File: config.mk
export PLATFORM = sky130hd
export DESIGN_NAME = int_div_iter
export DESIGN_NICKNAME = d
export VERILOG_FILES = /design/src/rtl/alu_pkg.sv /design/src/rtl/div_step.sv /design/src/rtl/int_div_iter.sv
export SDC_FILE = /design/constraint.sdc
export NUM_CORES = 1
export LEC_CHECK = 0
export CAP_MARGIN = 10
export CORE_UTILIZATION = 25
export CTS_BUF_LIST = sky130_fd_sc_hd__clkbuf_4 sky130_fd_sc_hd__clkbuf_8
export CTS_CLUSTER_DIAMETER = 150
export CTS_CLUSTER_SIZE = 10
export DETAILED_ROUTE_END_ITERATION = 6
export PLACE_DENSITY = 0.52
export SLEW_MARGIN = 20
export SYNTH_ARGS = -nofsm -noshare
export SYNTH_HDL_FRONTEND = slang
export SYNTH_SLANG_ARGS = --single-unit
File: constraint.sdc
create_clock -name i_clk -period 3.2 [get_ports i_clk]
set_clock_uncertainty 0.05 [all_clocks]
set_input_delay 0.32 -clock i_clk [delete_from_list [all_inputs] [get_ports i_clk]]
set_output_delay 0.32 -clock i_clk [all_outputs]
set_load 0.005 [all_outputs]
File: src/rtl/alu_pkg.sv
// rtl/alu_pkg.sv - divider op encodings, FSM state constants and helpers
package alu_pkg;

    localparam int XLEN = 32;

    localparam logic [1:0] DIV_OP_DIV  = 2'b00;
    localparam logic [1:0] DIV_OP_DIVU = 2'b01;
    localparam logic [1:0] DIV_OP_REM  = 2'b10;
    localparam logic [1:0] DIV_OP_REMU = 2'b11;

    localparam logic [1:0] ST_IDLE = 2'd0;
    localparam logic [1:0] ST_CALC = 2'd1;
    localparam logic [1:0] ST_FIX  = 2'd2;
    localparam logic [1:0] ST_DONE = 2'd3;

    // Odd encodings are the unsigned variants.
    function automatic logic is_signed_op(input logic [1:0] op);
        return ~op[0];
    endfunction

    function automatic logic is_rem_op(input logic [1:0] op);
        return op[1];
    endfunction

endpackage

File: src/rtl/div_step.sv
// rtl/div_step.sv - one combinational radix-2 restoring division iteration
module div_step
    import alu_pkg::*;
(
    input  logic [XLEN:0]   rem,
    input  logic [XLEN-1:0] div,
    input  logic            dvd_bit,
    output logic [XLEN:0]   rem_next,
    output logic            q_bit
);

    logic [XLEN+1:0] shifted;
    logic [XLEN:0]   diff;

    always_comb begin
        shifted  = {rem, dvd_bit};
        q_bit    = (shifted >= {2'b00, div});
        diff     = shifted[XLEN:0] - {1'b0, div};
        rem_next = q_bit ? diff : shifted[XLEN:0];
    end

endmodule

File: src/rtl/int_div_iter.sv
// rtl/int_div_iter.sv - iterative RV32M divider (DIV/DIVU/REM/REMU), optional INT_DIV_EARLY_OUT_EN
module int_div_iter #(
    parameter int XLEN = 32
) (
    input  logic            i_clk,
    input  logic            i_rst_n,
    input  logic            i_valid,
    output logic            o_ready,
    input  logic [1:0]      i_op,
    input  logic [XLEN-1:0] i_a,
    input  logic [XLEN-1:0] i_b,
    input  logic            i_flush,
    output logic            o_valid,
    input  logic            i_ready,
    output logic [XLEN-1:0] o_result
);
    import alu_pkg::*;

    logic [1:0]      state;
    logic [5:0]      cnt;
    logic [1:0]      op_q;
    logic [XLEN:0]   rem_q;
    logic [XLEN-1:0] dvd_q;
    logic [XLEN-1:0] div_q;
    logic            q_neg;
    logic            r_neg;
    logic            b_zero;
    logic            ovf;

    logic            a_neg, b_neg;
    logic [XLEN-1:0] a_abs, b_abs;
    logic            in_b_zero, in_ovf;
    logic [XLEN:0]   step_rem;
    logic            step_q;
    logic [XLEN-1:0] quot_fix, rem_fix;

    always_comb begin
        a_neg     = is_signed_op(i_op) & i_a[XLEN-1];
        b_neg     = is_signed_op(i_op) & i_b[XLEN-1];
        a_abs     = a_neg ? -i_a : i_a;
        b_abs     = b_neg ? -i_b : i_b;
        in_b_zero = (i_b == '0);
        in_ovf    = is_signed_op(i_op) && (i_a == {1'b1, {(XLEN-1){1'b0}}}) && (i_b == '1);
    end

    div_step u_step (
        .rem      (rem_q),
        .div      (div_q),
        .dvd_bit  (dvd_q[XLEN-1]),
        .rem_next (step_rem),
        .q_bit    (step_q)
    );

    // Divide-by-zero and signed overflow results are RISC-V defined, not arithmetic.
    always_comb begin
        if (b_zero)
            quot_fix = '1;
        else if (ovf)
            quot_fix = {1'b1, {(XLEN-1){1'b0}}};
        else
            quot_fix = q_neg ? -dvd_q : dvd_q;
        if (ovf)
            rem_fix = '0;
        else
            rem_fix = r_neg ? -rem_q[XLEN-1:0] : rem_q[XLEN-1:0];
    end

    assign o_ready = (state == ST_IDLE);
    assign o_valid = (state == ST_DONE);

    always_ff @(posedge i_clk) begin
        if (!i_rst_n) begin
            state    <= ST_IDLE;
            cnt      <= '0;
            op_q     <= '0;
            rem_q    <= '0;
            dvd_q    <= '0;
            div_q    <= '0;
            q_neg    <= 1'b0;
            r_neg    <= 1'b0;
            b_zero   <= 1'b0;
            ovf      <= 1'b0;
            o_result <= '0;
        end else if (i_flush) begin
            state <= ST_IDLE;
        end else begin
            case (state)
                ST_IDLE: begin
                    if (i_valid) begin
                        op_q   <= i_op;
                        q_neg  <= a_neg ^ b_neg;
                        r_neg  <= a_neg;
                        b_zero <= in_b_zero;
                        ovf    <= in_ovf;
                        div_q  <= b_abs;
                        cnt    <= '0;
`ifdef INT_DIV_EARLY_OUT_EN
                        // Trivial cases: quotient 0 and remainder |a|, fixed up in FIX.
                        if (in_b_zero || in_ovf || (a_abs < b_abs)) begin
                            rem_q <= {1'b0, a_abs};
                            dvd_q <= '0;
                            state <= ST_FIX;
                        end else begin
                            rem_q <= '0;
                            dvd_q <= a_abs;
                            state <= ST_CALC;
                        end
`else
                        rem_q <= '0;
                        dvd_q <= a_abs;
                        state <= ST_CALC;
`endif
                    end
                end
                ST_CALC: begin
                    rem_q <= step_rem;
                    dvd_q <= {dvd_q[XLEN-2:0], step_q};
                    cnt   <= cnt + 6'd1;
                    if (cnt == 6'(XLEN - 1))
                        state <= ST_FIX;
                end
                ST_FIX: begin
                    o_result <= is_rem_op(op_q) ? rem_fix : quot_fix;
                    state    <= ST_DONE;
                end
                default: begin
                    if (i_ready)
                        state <= ST_IDLE;
                end
            endcase
        end
    end

endmodule

### After elaboration in Yosys (flattened, before gate mapping)

Cells that the tools add are included.

* add/subtract/negate cells: 6
* magnitude comparators: 1
* equal/unequal tests: 8
* muxes and demuxes: 19
* bitwise logic cells: 6
* reduce and logical (&&, ||, !) cells: 11

Operator list (number)
* $mux W32: 9
* $neg A32 Y32: 4
* $mux W33: 2
* $pmux W33 S2: 1
* $eq A32 B32 Y1 const B: 2
* $pmux W32 S2: 1
* $ge A34 B32 Y1: 1
* $sub A33 B32 Y33: 1
* $logic_not A32 Y1: 1
* $pmux W6 S2: 1
* $reduce_and A3 Y1: 3
* $add A6 B1 Y6 const B: 1
* $eq A6 B5 Y1 const B: 1
* $mux W2: 3
* $mux W6: 1
* $pmux W2 S3: 1
* $eq A2 B2 Y1 const B: 2
* $ne A2 B2 Y1 const B: 2
* $reduce_bool A4 Y1: 1
* $not A1 Y1: 3
* $and A1 B1 Y1: 2
* $eq A2 B1 Y1 const B: 1
* $logic_and A1 B1 Y1: 2
* $logic_not A2 Y1: 1
* 4 further kinds: 4

* bits in registers: 143
* logic and storage cells: 62

### Logic depth before layout (Yosys ltp)

* depth after elaboration: 5
* gate-level depth with buffers: 14
* gate-level depth less buffers: 12

### By module

Synthesis repeated with hierarchy kept, for this count alone.

* cell total of the unflattened synthesis: 1478
* area total of the unflattened synthesis: 11402.2 µm²

By module, submodules not included
* int_div_iter: times used 1, cells each 1112, area each 8846.0 µm², seq. area each 2842.7 µm²
* div_step: times used 1, cells each 366, area each 2556.2 µm², seq. area each 0.0 µm²

### Least setup slack after synthesis

Ideal clock, no wire load.

* kind: register -> register
* from: reg dvd_q[31]
* to: reg rem_q[10]
* setup time: 129 ps
* arrival time: 2715 ps
* setup slack: 306 ps
* stages on the path, launching flop included: 15
* cells stage by stage: dfxtp_1 -> inv_1 -> ha_1 -> inv_1 -> fa_1 -> a21o_1 -> a311oi_1 -> o31a_1 -> a2111oi_2 -> nor2b_1 -> buf_2 -> o21ai_4 -> buf_4 -> mux2i_1 -> o21ai_0

* word-level cells in the longest chain between the ends: 3

Ends and longest elaborated chain
* from (decl): RTL line int_div_iter.sv:23 `logic [XLEN-1:0] dvd_q;`
* from (signal assigned): RTL line int_div_iter.sv:110 `dvd_q <= a_abs;`
* from (signal assigned): RTL line int_div_iter.sv:117 `dvd_q <= {dvd_q[XLEN-2:0], step_q};`
* $sub A33 B32 Y33 / $ge A34 B32 Y1 (equally long branches): RTL line div_step.sv:18, div_step.sv:17
* $mux W33 (*): RTL line div_step.sv:19 `rem_next = q_bit ? diff : shifted[XLEN:0];`
* $pmux W33 S2 (*): RTL line int_div_iter.sv:87 `case (state)`
* to (signal assigned): RTL line int_div_iter.sv:116 `rem_q <= step_rem;`
* to (decl): RTL line int_div_iter.sv:22 `logic [XLEN:0] rem_q;`

Every way passes the cells marked *; elsewhere a longest branch is shown, timed or not.
A chain may end at the register's enable or synchronous reset.

### Final worst setup path

* from: reg div_q[25]
* to: reg rem_q[0]

* word-level cells in the longest chain between the ends: 3

Ends and longest elaborated chain
* from (decl): RTL line int_div_iter.sv:24 `logic [XLEN-1:0] div_q;`
* from (signal assigned): RTL line int_div_iter.sv:95 `div_q <= b_abs;`
* $ge A34 B32 Y1: RTL line div_step.sv:17 `q_bit = (shifted >= {2'b00, div});`
* $mux W33: RTL line div_step.sv:19
* $pmux W33 S2: RTL line int_div_iter.sv:87

Every way passes these cells.

==> PnR_summary.wiki <==
{| class="wikitable"
! Metric !! Value
|-
| Global-route congestion overflow total || 0
|-
| Worst rel slew slack || about two fifths
|-
| IR drop worst, VDD || 0.0002014 V
|-
| Fraction of final layout cells sized beyond drive strength 1 || 10.36%
|-
| Starting density of the core || between 20% and 30%
|-
| Area delta synth->final || 24.60%
|-
| Area share of the leading cell type in the synthesized netlist || 26.83%
|-
| All-Layer GR Usage || 16.66%
|-
| Final sum of negative setup slack || 0 ns
|-
| Post-synthesis register bit count || 142
|-
| Cells taking the most area after synthesis || dfxtp_1 27%, nand2_1 7.1%, xor2_1 6.6%
|-
| # clock sinks || ~140
|-
| Clock tree from TritonCTS || done
|-
| Distinct cell type count of the synthesized netlist || between 70 and 80
|-
| Full die area || approximately 43,000 µm²
|-
| Gate count of the mapped netlist || around 1,400
|-
| Number of synthesized flops with an enable pin || 0
|-
| Count of final max-slew check failures || 0
|-
| Post-DR vias/cell || between 5 and 6
|-
| Category of the most critical setup path || flip-flop to flip-flop
|-
| Port Buffers || between 100 and 150
|-
| Detailed-route via count || approximately 11,000
|-
| Via count of the first global-routing pass || about 10,000
|-
| Final setup violation count || 0
|-
| Share of the core filled with cells || roughly a third
|-
| Number of primary I/O pins || about 110
|-
| Mean instance size in the synthesized netlist || 7.595 µm²
|-
| Most frequent cells after synthesis || 199 x nand2_1, 142 x dfxtp_1, 139 x o21ai_0, 93 x a21oi_1, 80 x xor2_1
|-
| Final std cells w/o fill || just over 2,000
|-
| Number of detailed-route iterations in the first pass || 5
|-
| Final Net Count || around 1,600
|-
| Share of flip-flops with an asynchronous set or reset after synthesis || 0%
|-
| Synth Net Count || 1,509
|-
| Average wire per cell in the routed design || around 18 µm
|-
| Die width || 207.9 µm
|-
| Reg area || 2844 µm²
|-
| Filler cell count in the final layout || between 4,000 and 5,000
|-
| Library cell occupying the most area in the post-synthesis netlist || dfxtp_1
|-
| WL final || 36,380 µm
|-
| Number of nets with antenna violations after detailed routing || 0
|-
| Actual slew at the worst max-slew pin || between 0.8 and 0.9 ns
|-
| Final RePlAce weighted congestion || 0.8684
|-
| Syn. warnings || 0
|-
| Total area of multi-input combinational cells || a little over 7000 µm²
|-
| Final clock period utilization by the worst path || a little over nine tenths
|-
| Number of DRC markers in iteration 0 || 750
|-
| Num CTS Buffers || 17
|-
| Required @ worst endpoint || around 3.5 ns
|-
| Worst-path maximum fanout || 10
|-
| Drt drc || 0
|-
| Post-route minimum period || between 3 and 4 ns
|-
| Sequential element share of the synthesized area || a little over a quarter
|-
| Diode count || 0
|-
| Die boundary height || approximately 210 µm
|-
| Design Power || ~4.7 mW
|-
| Half-perimeter wire length of the detailed placement result || between 20,000 and 30,000 µm
|-
| Max Clock Freq || roughly 320 MHz
|-
| Wire length of the first global-routing pass || 56,820 µm
|-
| Largest net degree at the start of global routing || approximately 100
|-
| Number of failing hold endpoints at the final stage || 0
|-
| Placed cell count || 2,035
|-
| Clock transition at the register clock pins on the worst setup and hold paths after CTS || around 0.09 ns
|-
| Startpoint class of the critical path || flip-flop
|-
| Pleak || about 5.2 nW
|-
| Clk_lat worst skew || 0.48 ns
|-
| Min-Delay Path Class || primary input to flip-flop
|-
| Arrival time at the worst endpoint || 3.44 ns
|-
| Worst Hold Depth || 3
|-
| Setup slack at placement || -0.03603 ns
|-
| CTS Root Cell || clkbuf_8
|-
| Most used standard cell by instance count after synthesis || nand2_1
|-
| Row count || 75
|-
| R2R cell count || 14
|-
| Max clock buf depth || 2
|-
| Most instantiated flip-flop cell in the synthesis netlist || dfxtp_1
|-
| Nature of the critical path endpoint || flip-flop
|-
| Level count of the clock H-tree || 4
|-
| Max capacitance violation total || 0
|-
| Status || finished, final reports clean
|-
| Smallest setup slack after layout || 0.08359 ns
|-
| Post-synth design cell area || around 11,000 µm²
|-
| Area of the core || around 42,000 µm²
|-
| Power per cell area || between 300 and 400 nW/µm²
|-
| Antenna violations before repair || 0
|}
-- final cells by class --
cell class | instances | share of cell area [%]
Multi-Input combinational cell | 1106 | 54.80
Sequential cell | 142 | 21.54
Timing Repair Buffer | 196 | 13.50
Tap cell | 539 | 5.109
Clock buffer | 17 | 1.772
Inverter | 59 | 1.678
Clock inverter | 15 | 1.602
-- critical path, stage by stage (launching register included) --
cell     delay (ns)
dfxtp_1        0.33
inv_2          0.07
ha_1           0.35
and3_1         0.28
and4_1         0.26
buf_4          0.15
a41o_1         0.23
a21oi_1        0.22
nor2b_1        0.22
buf_4          0.17
o21ai_4        0.07
buf_4          0.18
buf_12         0.13
mux2i_1        0.11
a22o_1         0.19
-- stage by stage --
step	hold slack, ns	cell area (µm²)
detailed placement	0.4098	12650
CTS	0.1045	13100
global placement	0.4045	12650
floorplan	0.3754	10600
global route	0.1261	13200
finish	0.1361	13200
-- what timing repair did --
item / in CTS / in global routing
gates cloned: 0 / 1
buffers inserted: 0 / 6
setup endpoints to repair: 2 / 31
gates resized for setup: 1 / 13
pin swaps: 0 / 9
hold buffers: 0 / 0
-- power breakdown --
| part | total, mW | internal [mW] | leakage [nW] | switching (mW) |
|---|---|---|---|---|
| clock | 1.66 | 0.862 | 0.220 | 0.801 |
| combinational | 1.19 | 0.508 | 3.84 | 0.678 |
| sequential | 1.89 | 1.83 | 1.15 | 0.0642 |
| total | 4.74 | 3.20 | 5.21 | 1.54 |
-- sequential cells by signal (all words and copies together) (netlist names) --
signal    cells
o_result     32
state         2
b_zero        1
ovf           1
q_neg         1
rem_q        33
op_q          1
dvd_q        32
r_neg         1
cnt           6
div_q        32
-- cells in the final DEF, fill, tap and decap left out, drive strengths merged, types with 15 or more instances in the layout --
| cell | count |
|---|---|
| nand2 | 199 |
| o211ai | 17 |
| ha | 42 |
| mux2i | 22 |
| buf | 92 |
| a21boi | 22 |
| nor2 | 59 |
| clkdlybuf4s50 | 103 |
| xnor2 | 62 |
| inv | 62 |
| xor2 | 80 |
| a21oi | 93 |
| o31ai | 35 |
| clkbuf | 18 |
| o21ai | 140 |
| nor3 | 26 |
| or4 | 17 |
| nand3 | 32 |
| nand4 | 18 |
| nor4 | 17 |
| nor2b | 15 |
| o211a | 33 |
| dfxtp | 142 |
-- kinds of logic after synthesis --
family	Yosys count	synth area share, %
flip-flops	142	26.83
multiplexers	23	2.185
buffers and inverters	147	5.314
XOR/XNOR	142	11.74
adder cells (fa/ha/maj)	43	5.149
AND/OR/NAND/NOR	448	20.54
AO/OA/AOI/OAI	450	28.25
-- path summary, 6_finish.rpt --
| kind | start | endpoint | slack, ns |
|---|---|---|---|
| setup / recovery | div_q[25] | rem_q[0] | 0.08 |
| hold / removal | i_rst_n | dvd_q[31] | 0.14 |
| setup reg to reg | div_q[25] | rem_q[0] | 0.08 |
| hold reg to reg | div_q[31] | div_q[31] | 0.42 |
-- routing by layer --
| layer | wire length [µm] | track usage (%) | share of wire, % |
|---|---|---|---|
| met4 | 963 | 5.875 | 2.6 |
| met1 | 17410 | 22.28 | 48 |
| met5 | 0 | 0 | 0 |
| met2 | 16790 | 27.23 | 46 |
| met3 | 1205 | 2.390 | 3.3 |
Power figures use the tool's default switching activity.
==> variant 1, RTL diff (same settings) <==
Build with the macro `INT_DIV_EARLY_OUT_EN` defined.
--- a/src/rtl/int_div_iter.sv
+++ b/src/rtl/int_div_iter.sv
@@ -1,4 +1,6 @@
 // rtl/int_div_iter.sv - iterative RV32M divider (DIV/DIVU/REM/REMU), optional INT_DIV_EARLY_OUT_EN
+`define INT_DIV_EARLY_OUT_EN
+
 module int_div_iter #(
     parameter int XLEN = 32
 ) (
Check against the original RTL: not equivalent (Yosys sat finds a counterexample within 4 cycles, from zero or initial values and one cycle with i_rst_n low).
==> variant 1 against the unedited design <==
The flow now finishes with violations (negative setup slack). Worst setup slack lost 0.81 ns. Cell area up 28%. Register-to-register slack got worse by 0.24 ns. Sequential cell count stayed put. Wire length increased by 22%. Synthesized area increased by 10%. Highest routed layer unchanged.
Power is not compared: it rests on default switching activity, and its combinational part moved more than twofold at a synthesized area within 25%.
==> variant 1: results (changes against the unedited design) <==
syn nets: 1698 (was 1509)
Filler Cell Count: 4773 (was 4561)
Placed Area: 15800 sq um (was 12600 sq um)
Commonest cells post-synth: nor2_1, dfxtp_1, o21ai_0 (was nand2_1, dfxtp_1, o21ai_0)
Netlist cell types: 76 (was 72)
Crit path arrival time: 4.24 ns (was 3.44 ns)
ant diodes: 0 (unchanged)
vias: 12.8k (was 10.6k)
global placement routability congestion: 0.918 (was 0.868)
post-synthesis sequential area ratio: 0.243 (was 0.268)
status: complete, but fails checks (was finished, final reports clean)
Worst slew margin: 0.335 (was 0.419)
worst hold slack: 0.299 ns (was 0.136 ns)
top cells by area, synth: dfxtp_1, ha_1, xnor2_1 (was dfxtp_1, nand2_1, xor2_1)
most frequent cell after synthesis: nor2_1 (was nand2_1)
Max IR drop VDD: 0.000260 V
Non-Filler Instances: 2560 (was 2074)
DR pass1 iterations: 5 (unchanged)
CP Max Fanout: 7 (was 10)
met3 wire length: 2.21 mm (was 1.21 mm)
met1 track demand over resource: 0.270 (was 0.223)
Final WS setup: -0.731 ns (was 0.0836 ns)
Place WS: -1.74 ns (was -0.0360 ns)
CTS H-tree depth: 4 (unchanged)
first-pass GRT wire length: 69.8 mm (was 56.8 mm)
antenna violations before repair: 0 (unchanged)
slowest stage cell, crit path: or4_4 (was ha_1)
Nets: 2094 (was 1636)
gr usage total: 0.187 (was 0.167)
xor/xnor cell area share of the yosys netlist: 0.111 (was 0.117)
GR Util met3: 0.0217 (was 0.0239)
endpoints failing setup: 66 (was 0)
root buf cell: clkbuf_8 (unchanged)
Routed met1 length: 22.3 mm (was 17.4 mm)
final wirelength: 44.3 mm (was 36.4 mm)
placed cell count: 2485 (was 2035)
FF-to-FF setup slack: -0.16 ns (was 0.08 ns)
largest net degree at the start of global routing: 88 (was 104)
DR WL met2: 18.9 mm (was 16.8 mm)
Synth Area in Adders: 0.0809 (was 0.0515)
Num CTS Buffers: 17 (unchanged)
multiplexer share of the synthesized area: 0.0140 (was 0.0218)
fraction of layout cells with a size suffix above 1: 0.279 (was 0.104)
clock slew at reported path FFs: 0.09 ns (about the same)
M2 GR Usage: 0.288 (was 0.272)
Final TNS setup: -39.30 ns (was 0 ns)
Critical Path Max Stage Delay: 0.53 ns (was 0.35 ns)
hpwl dp: 35.7 mm (was 28.2 mm)
violated checks: negative setup slack
Compound-Gate Fraction of Synth Area: 0.297 (was 0.282)
initial drt markers: 890 (was 750)
Avg Cell Area, Syn: 7.54 sq um (was 7.60 sq um)
IO buf count: 104 (unchanged)
async set or reset register ratio after synthesis: 0 (unchanged)
## variant 1: area by class of cell
cell class / count / area (sq um) / area share
Clock inverter: 13 / 189 / 0.0112
Sequential cell: 142 / 2840 / 0.168
Clock buffer: 18 / 241 / 0.0143
Tap cell: 600 / 751 / 0.0444
Multi-Input combinational cell: 1236 / 8710 / 0.515
Inverter: 77 / 289 / 0.0171
Timing Repair Buffer: 474 / 3890 / 0.230
## variant 1: path summary, 6_finish.rpt
| check | to | from | cells past startpoint |
|---|---|---|---|
| min | div_q[29] | i_rst_n | 3 |
| min reg2reg | o_result[2] | o_result[2] | 2 |
| max reg2reg | rem_q[3] | dvd_q[31] | 15 |
| max | rem_q[3] | i_a[12] | 19 |
## variant 1: timing repair
action / in CTS / in global routing
pin swaps: 53 / 30
endpoints found under the setup margin: 66 / 68
cloned: 1 / 0
hold endpoints to repair: 0 / 0
gates resized for setup: 115 / 35
buffers inserted: 42 / 7
==> variant 2, RTL diff (config.mk and constraints unchanged) <==
Without the edit above. Make the reset (`i_rst_n`) asynchronous in one clocked block.
--- a/src/rtl/int_div_iter.sv
+++ b/src/rtl/int_div_iter.sv
@@ -68,7 +68,7 @@
     assign o_ready = (state == ST_IDLE);
     assign o_valid = (state == ST_DONE);
 
-    always_ff @(posedge i_clk) begin
+    always_ff @(posedge i_clk or negedge i_rst_n) begin
         if (!i_rst_n) begin
             state    <= ST_IDLE;
             cnt      <= '0;
Behaviour: differs if i_rst_n is asserted again (counterexample within 4 cycles, from zero or initial values and one cycle with i_rst_n low); with i_rst_n held inactive, the same outputs for 10 cycles.
==> variant 2 against the unedited design <==
Final cell count grew 1.0%. Cell area grew 4.1%. Wire length grew 0.69%. Global-route usage is essentially flat. Synthesized area grew 2.2%. Critical endpoint is now rem_q[8]. Via count shrank 2.7%. Sequential share of layout area grew 4.3 points. Sequential cell count is the same. First-iteration DRC count grew 4.3%. Largest cell class unchanged. Worst setup slack lost 0.071 ns.
Power is not compared: it rests on default switching activity, and its combinational part moved more than twofold at a synthesized area within 25%.
==> variant 2: results (changes against the unedited design) <==
met1 track demand over resource: 0.231 (was 0.223)
Synth Instances: 1347 (was 1395)
M2 GR Usage: 0.271 (was 0.272)
hold-fix buffers at CTS: 1 (was 0)
top-area cell type share of the netlist area: 0.328 (was 0.268)
Clock Latency Late Sink: 0.50 ns (was 0.48 ns)
crit path time final: 3.19 ns (was 3.12 ns)
CP Max Fanout: 6 (was 10)
Placed Area: 13100 sq um (was 12600 sq um)
ant diodes: 1 (was 0)
Min-Delay Path Class: in -> async (was in -> reg)
Most used DFF post-synth: dfrtp_1 (was dfxtp_1)
Commonest cells post-synth: nand2_1, o21ai_0, dfrtp_1 (was nand2_1, dfxtp_1, o21ai_0)
#MultiIn Comb: 1074 (was 1106)
Avg Cell Area, Syn: 8.04 sq um (was 7.60 sq um)
routed len/inst: 17.5 um (about the same)
reg2reg start: div_q[0] (was div_q[25])
Crit path arrival time: 3.51 ns (was 3.44 ns)
FF-to-FF setup slack: 0.01 ns (was 0.08 ns)
Buffers excl. clock: 214 (was 196)
vias: 10.3k (was 10.6k)
global placement routability congestion: 0.886 (was 0.868)
Worst slew margin: 0.434 (was 0.419)
Place WS: 0.00870 ns (was -0.0360 ns)
FF+latch area: 3560 sq um (was 2840 sq um)
largest net degree at the start of global routing: 81 (was 104)
Setup crit end: rem_q[8] (was rem_q[0])
first-pass GRT wire length: 57.2 mm (was 56.8 mm)
placed cell count: 2051 (was 2035)
GR Util met3: 0.0223 (was 0.0239)
gr usage total: 0.167 (about the same)
post-synthesis sequential area ratio: 0.328 (was 0.268)
postcts setup bufs: 1 (was 0)
fraction of layout cells with a size suffix above 1: 0.127 (was 0.104)
Nets: 1619 (was 1636)
DR vias/cell: 4.94 (was 5.13)
Layout non-clock buf frac: 0.144 (was 0.135)
Clock-cell share: 0.0279 (was 0.0337)
vias in the first global route: 9857 (was 10.1k)
Netlist cell types: 68 (was 72)
Layout Utilization: 0.325 (was 0.315)
status: finished, final reports clean (unchanged)
variant 2: cell families after synthesis:
family                   count (synthesis)  synth area share
XOR/XNOR                               145             0.117
AND/OR/NAND/NOR                        436             0.188
AO/OA/AOI/OAI                          434             0.254
adder cells (fa/ha/maj)                 43            0.0504
multiplexers                            16            0.0150
flip-flops                             142             0.328
buffers and inverters                  131            0.0471
variant 2: critical path, delay by kind of cell (launching register included):
family / cells / cell delay [ns]
AOI/OAI and AO/OA: 8 / 1.83
and+or+nand+nor: 1 / 0.04
adders and majority gates: 2 / 0.39
DFF: 1 / 0.43
buffers and inverters: 3 / 0.32
variant 2: routing by layer:
| metal | part of all wire | up-vias | wire length [um] |
|---|---|---|---|
| li1 | - | 5136 | - |
| met1 | 0.48 | 4995 | 17800 |
| met2 | 0.47 | 188 | 17100 |
| met3 | 0.033 | 27 | 1210 |
| met4 | 0.014 | 0 | 517 |
| met5 | 0 | - | 0 |
